<file path="config.mk">
export PLATFORM = sky130hd
export DESIGN_NAME = v_line_mux
export DESIGN_NICKNAME = d
export VERILOG_FILES = /design/src/rtl/v_line_mux.sv
export SDC_FILE = /design/constraint.sdc
export NUM_CORES = 1
export LEC_CHECK = 0
export BUFFER_PORTS_ARGS = -buffer_cell sky130_fd_sc_hd__buf_4
export CORE_AREA = 10 10 122 124
export DETAILED_ROUTE_END_ITERATION = 6
export DIE_AREA = 0 0 132 134
export GPL_TIMING_DRIVEN = 0
export PLACE_DENSITY = 0.64
export SYNTH_ARGS = -nofsm -noshare
export SYNTH_HDL_FRONTEND = slang
export SYNTH_SLANG_ARGS = --single-unit
</file>
<file path="constraint.sdc">
create_clock -name wb_clk_i -period 2.25 [get_ports wb_clk_i]
set_input_delay 0.225 -clock wb_clk_i [delete_from_list [all_inputs] [get_ports wb_clk_i]]
set_output_delay 0.225 -clock wb_clk_i [all_outputs]
set_load 0.02 [all_outputs]
</file>
<file path="src/rtl/v_line_mux.sv">
// v_line_mux: Wishbone-configured selector steering one macro's east/west pad buses onto a
// vertical line, with output blanking on switchover. Optional output pipeline: V_LINE_MUX_PIPE_EN.
module v_line_mux #(
    parameter int          NUM_MACROS   = 3,
    parameter int          EW_W         = 14,
    parameter int          BLANK_CYCLES = 4,
    parameter logic [31:0] CFG_ADDR     = 32'h3000_0000
) (
    input  logic                       wb_clk_i,
    input  logic                       wb_rst_n_i,
    input  logic                       wbs_stb_i,
    input  logic                       wbs_cyc_i,
    input  logic                       wbs_we_i,
    input  logic [3:0]                 wbs_sel_i,
    input  logic [31:0]                wbs_adr_i,
    input  logic [31:0]                wbs_dat_i,
    output logic                       wbs_ack_o,
    output logic [31:0]                wbs_dat_o,
    input  logic [NUM_MACROS*EW_W-1:0] west_o_in,
    input  logic [NUM_MACROS*EW_W-1:0] west_oe_in,
    input  logic [NUM_MACROS*EW_W-1:0] east_o_in,
    input  logic [NUM_MACROS*EW_W-1:0] east_oe_in,
    output logic [EW_W-1:0]            west_o_sel,
    output logic [EW_W-1:0]            west_oe_sel,
    output logic [EW_W-1:0]            east_o_sel,
    output logic [EW_W-1:0]            east_oe_sel,
    output logic [((NUM_MACROS > 2) ? $clog2(NUM_MACROS) : 1)-1:0] active_sel,
    output logic                       switching
);
    localparam int         SEL_W      = (NUM_MACROS > 2) ? $clog2(NUM_MACROS) : 1;
    localparam logic [7:0] NUM_M8     = 8'(NUM_MACROS);
    localparam logic [7:0] BLANK_LOAD = 8'(BLANK_CYCLES - 1);

    typedef enum logic {S_IDLE, S_BLANK} state_t;

    state_t             r_state, w_state_nxt;
    logic [7:0]         r_cnt, w_cnt_nxt;
    logic [SEL_W-1:0]   r_active_sel, w_active_nxt;
    logic [7:0]         r_req_sel, r_req_last;
    logic               r_ack;
    logic [31:0]        r_dat;
    logic               w_req, w_hit, w_wr_ok, w_switching;
    logic [31:0]        w_cfg_rd;
    logic [EW_W-1:0]    w_west_o, w_west_oe, w_east_o, w_east_oe;
    logic               w_unused;

    assign w_unused    = &{1'b0, wbs_sel_i[3:1], wbs_dat_i[31:8]};
    assign w_switching = (r_state == S_BLANK);
    assign w_req       = wbs_stb_i & wbs_cyc_i & ~r_ack;
    assign w_hit       = (wbs_adr_i == CFG_ADDR);
    assign w_wr_ok     = w_req & wbs_we_i & w_hit & wbs_sel_i[0] & (wbs_dat_i[7:0] < NUM_M8);
    assign w_cfg_rd    = {15'b0, w_switching, 8'(r_active_sel), r_req_sel};

    // Ack is blocked for one cycle after an ack so each strobe yields a single pulse.
    always_ff @(posedge wb_clk_i or negedge wb_rst_n_i) begin
        if (!wb_rst_n_i) begin
            r_ack      <= 1'b0;
            r_dat      <= '0;
            r_req_sel  <= '0;
            r_req_last <= '0;
        end else begin
            r_ack      <= w_req;
            r_dat      <= (w_req && !wbs_we_i && w_hit) ? w_cfg_rd : 32'h0;
            r_req_last <= r_req_sel;
            if (w_wr_ok)
                r_req_sel <= wbs_dat_i[7:0];
        end
    end

    assign wbs_ack_o = r_ack;
    assign wbs_dat_o = r_dat;

    always_ff @(posedge wb_clk_i or negedge wb_rst_n_i) begin
        if (!wb_rst_n_i) begin
            r_state      <= S_IDLE;
            r_cnt        <= '0;
            r_active_sel <= '0;
        end else begin
            r_state      <= w_state_nxt;
            r_cnt        <= w_cnt_nxt;
            r_active_sel <= w_active_nxt;
        end
    end

    // A request change seen while blanking restarts the full blank window.
    always_comb begin
        w_state_nxt  = r_state;
        w_cnt_nxt    = r_cnt;
        w_active_nxt = r_active_sel;
        case (r_state)
            S_IDLE: begin
                if (r_req_sel != 8'(r_active_sel)) begin
                    w_state_nxt = S_BLANK;
                    w_cnt_nxt   = BLANK_LOAD;
                end
            end
            S_BLANK: begin
                if (r_req_sel != r_req_last) begin
                    w_cnt_nxt = BLANK_LOAD;
                end else if (r_cnt == 8'd0) begin
                    w_active_nxt = r_req_sel[SEL_W-1:0];
                    w_state_nxt  = S_IDLE;
                end else begin
                    w_cnt_nxt = r_cnt - 8'd1;
                end
            end
            default: w_state_nxt = S_IDLE;
        endcase
    end

    function automatic logic [EW_W-1:0] pick(input logic [NUM_MACROS*EW_W-1:0] bus,
                                             input logic [SEL_W-1:0] idx);
        pick = '0;
        for (int k = 0; k < NUM_MACROS; k++)
            if (idx == SEL_W'(k))
                pick = bus[k*EW_W +: EW_W];
    endfunction

    always_comb begin
        w_west_o  = '0;
        w_west_oe = '0;
        w_east_o  = '0;
        w_east_oe = '0;
        if (!w_switching) begin
            w_west_o  = pick(west_o_in,  r_active_sel);
            w_west_oe = pick(west_oe_in, r_active_sel);
            w_east_o  = pick(east_o_in,  r_active_sel);
            w_east_oe = pick(east_oe_in, r_active_sel);
        end
    end

`ifdef V_LINE_MUX_PIPE_EN
    logic [EW_W-1:0]  r_west_o, r_west_oe, r_east_o, r_east_oe;
    logic [SEL_W-1:0] r_active_q;

    always_ff @(posedge wb_clk_i or negedge wb_rst_n_i) begin
        if (!wb_rst_n_i) begin
            r_west_o   <= '0;
            r_west_oe  <= '0;
            r_east_o   <= '0;
            r_east_oe  <= '0;
            r_active_q <= '0;
        end else begin
            r_west_o   <= w_west_o;
            r_west_oe  <= w_west_oe;
            r_east_o   <= w_east_o;
            r_east_oe  <= w_east_oe;
            r_active_q <= r_active_sel;
        end
    end

    assign west_o_sel  = r_west_o;
    assign west_oe_sel = r_west_oe;
    assign east_o_sel  = r_east_o;
    assign east_oe_sel = r_east_oe;
    assign active_sel  = r_active_q;
`else
    // Gated by reset so the pads never see a macro while the block is held in reset.
    assign west_o_sel  = wb_rst_n_i ? w_west_o  : '0;
    assign west_oe_sel = wb_rst_n_i ? w_west_oe : '0;
    assign east_o_sel  = wb_rst_n_i ? w_east_o  : '0;
    assign east_oe_sel = wb_rst_n_i ? w_east_oe : '0;
    assign active_sel  = r_active_sel;
`endif

    assign switching = w_switching;

endmodule

</file>
==> impl_metrics.json <==
{
  "drt_iter0_markers": 240,
  "synth_ff_type": "dfrtp_1",
  "path_class": "reg2out",
  "worst_pin_slew_ns": 0.517,
  "ant_nets": 0,
  "grt_max_degree": 40,
  "vias_per_cell": 4.54,
  "fin_area_um2": 5940,
  "start_util_pct": 26.4,
  "htreeDepth": 2,
  "placed_area_um2": 5710,
  "antennaDiodeCount": 0,
  "place_congestion": 0.897,
  "hold_path.class": "in2reg",
  "grt_pass1_vias": 4392,
  "clock_latency_ns": 0.28,
  "cts_sinks": 39,
  "power_density_nw_per_um2": 367,
  "required_ns": 2.03,
  "synthCells": 415,
  "yosysMostFrequentCell": "nor2_1",
  "syn-cell-area_um2": 3290,
  "end_kind": "primary output",
  "avgSynthCellArea_um2": 7.92,
  "worstPathArrival_ns": 1.89,
  "hpwl_um": 14100,
  "cts_buffers": 5,
  "synth_area_leaders": "dfrtp_1 (30%), mux2i_1 (17%), nor2_1 (13%)",
  "utilization_pct": 47.6,
  "yosysWarnings": 0,
  "timing.hold.ws_ns": 0.184,
  "max_freq_mhz": 472,
  "finalHoldViolCount": 0,
  "globalRouteOverflowTotal": 0,
  "synth_cell_types": 44,
  "slew_violations": 0,
  "ir_worst_vdd_uv": 279,
  "io_pins": 333,
  "period_share_pct": 94.2,
  "die_area_um2": 17700,
  "grt_usage_pct": 17.2,
  "fin_skew_ns": 0.00459,
  "synth_common_cells": "nor2_1 (116), a21oi_1 (56), mux2i_1 (56), dfrtp_1 (39), buf_4 (21)",
  "synth_top_area_share_pct": 29.7,
  "clockBufferDepth": 2,
  "antenna_found_initial": 0,
  "maxCapViolations": 0,
  "crit_path_start_kind": "register",
  "relSlewSlack_pct": 65.2,
  "die_h_um": 134,
  "vias": 4085,
  "firstDrtPassIters": 5,
  "rsz0062_at_grt": "no",
  "drt_wl_total_um": 16500,
  "cts_tree": "built",
  "die_w_um": 132,
  "portBuffers": 284,
  "yosysSeqAreaShare_pct": 29.7,
  "yosysTopAreaCell": "dfrtp_1",
  "post-route-drc-count": 0,
  "path_max_fanout": 10,
  "n_fill_cell": 1242,
  "wl_per_cell_um": 18.3,
  "status": "completed",
  "period_needed_ns": 2.12,
  "synth_edf_count": 0,
  "tns_ns": 0,
  "ys_ff_latch": 39,
  "finalSetupViolCount": 0,
  "synth-async-reset-ratio_pct": 100,
  "core_area_um2": 12500,
  "drive_gt1_share_pct": 47.6,
  "grt_pass1_wl_um": 24700,
  "cts_root_buffer": "clkbuf_16",
  "syn_to_final_growth_pct": 80.7,
  "p_leak_uw": 0.00308,
  "rows": 41,
  "cts.clk_slew.worst_paths_ns": 0.06,
  "nets": 969
}
## final cells by class
| cell class | count | area [um^2] | area share, % |
|---|---|---|---|
| plain buffers | 48 | 332 | 5.59 |
| flip-flops and latches | 39 | 976 | 16.4 |
| clock inverters | 3 | 47.5 | 0.801 |
| inverters | 3 | 11.3 | 0.190 |
| clock buffers | 5 | 125 | 2.11 |
| multi-input cells | 343 | 2070 | 34.8 |
| repair buffers | 286 | 2160 | 36.4 |
| well taps | 172 | 215 | 3.63 |
## registers in the layout (all words and copies together) (netlist names)
register / flops
wbs_dat_o: 11
r_cnt: 8
r_req_last: 8
r_req_sel: 8
active_sel: 2
switching: 1
wbs_ack_o: 1
## metrics by stage
step	setup slack (ns)	instances	total power [uW]
6_report	0.130	899	2180
5_1_grt	0.00140	899	2270
4_1_cts	0.0232	900	2190
3_5_place_dp	-0.0320	891	1370
3_3_place_gp	-0.0136	891	1360
2_1_floorplan	0.297	435	958
## layout by cell type, fill, tap and decap left out, types with 2 or more instances in the layout
master	count
buf_4	305
nor2_1	115
mux2i_1	56
a21oi_1	56
dfrtp_1	39
conb_1	21
and2_1	11
nor4_1	10
nand3_1	9
clkbuf_1	8
buf_2	7
nor2b_1	7
nand2_1	7
xor2_1	7
or4_1	5
clkbuf_16	5
inv_1	3
clkbuf_4	3
nor3_1	3
xnor2_1	3
and3_1	3
nand2b_2	2
clkbuf_8	2
buf_8	2
buf_1	2
clkbuf_2	2
nand4_1	2
o311ai_0	2
nor4b_1	2
mux2_4	2
mux2_2	2
a221o_1	2
ha_1	2
## worst paths after layout
kind	from	to	slack [ns]	cells past startpoint
worst min register to register	r_req_sel[7]	r_req_last[7]	0.46	0
worst max-delay path	active_sel[0]	east_o_sel[0]	0.13	7
min in group asynchronous	wb_rst_n_i	wbs_dat_o[5]	0.51	3
max in group asynchronous	wb_rst_n_i	r_cnt[7]	1.55	3
worst min-delay path	wbs_dat_i[1]	r_req_sel[1]	0.18	2
worst max register to register	r_cnt[3]	active_sel[0]	0.23	4
## logic make-up (layout without fill, tap and decap cells)
kind of cell,Yosys count,after routing,share of synthesized area [%]
AND/OR/NAND/NOR,188,188,28.2
AO/OA/AOI/OAI,62,62,10.1
multiplexers,60,60,18.7
buffers and inverters,53,345,9.82
flip-flops,39,39,29.7
XOR/XNOR,10,10,2.67
adder cells (fa/ha/maj),2,2,0.761
other,1,21,0.114
## metal layers
layer,share of wire [%],vias up,wire [um],global-route usage [%]
met4,1.9,0,320,4.51
met5,0,-,0,0
met3,6.0,18,983,4.29
li1,-,2003,-,-
met1,37,1905,6110,18.2
met2,55,159,9050,33.0
## power by group
group / switching (uW) / internal, uW
registers: 0.404 / 702
logic: 284 / 380
clock network: 286 / 528
## worst max-delay path, stage by stage (launching register included)
cell	delay [ns]
dfrtp_1	0.35
clkbuf_4	0.20
buf_2	0.32
mux2i_1	0.31
nor2_1	0.07
a21oi_1	0.13
nor2_1	0.05
buf_4	0.17
## timing repair
action                     in CTS  in global routing
buffers inserted                0                  0
hold buffers                    2                  0
resized for setup               7                  8
setup endpoints to repair      40                 41
hold endpoints to repair       39                  0
cloned                          0                  0
Power figures use the tool's default switching activity.
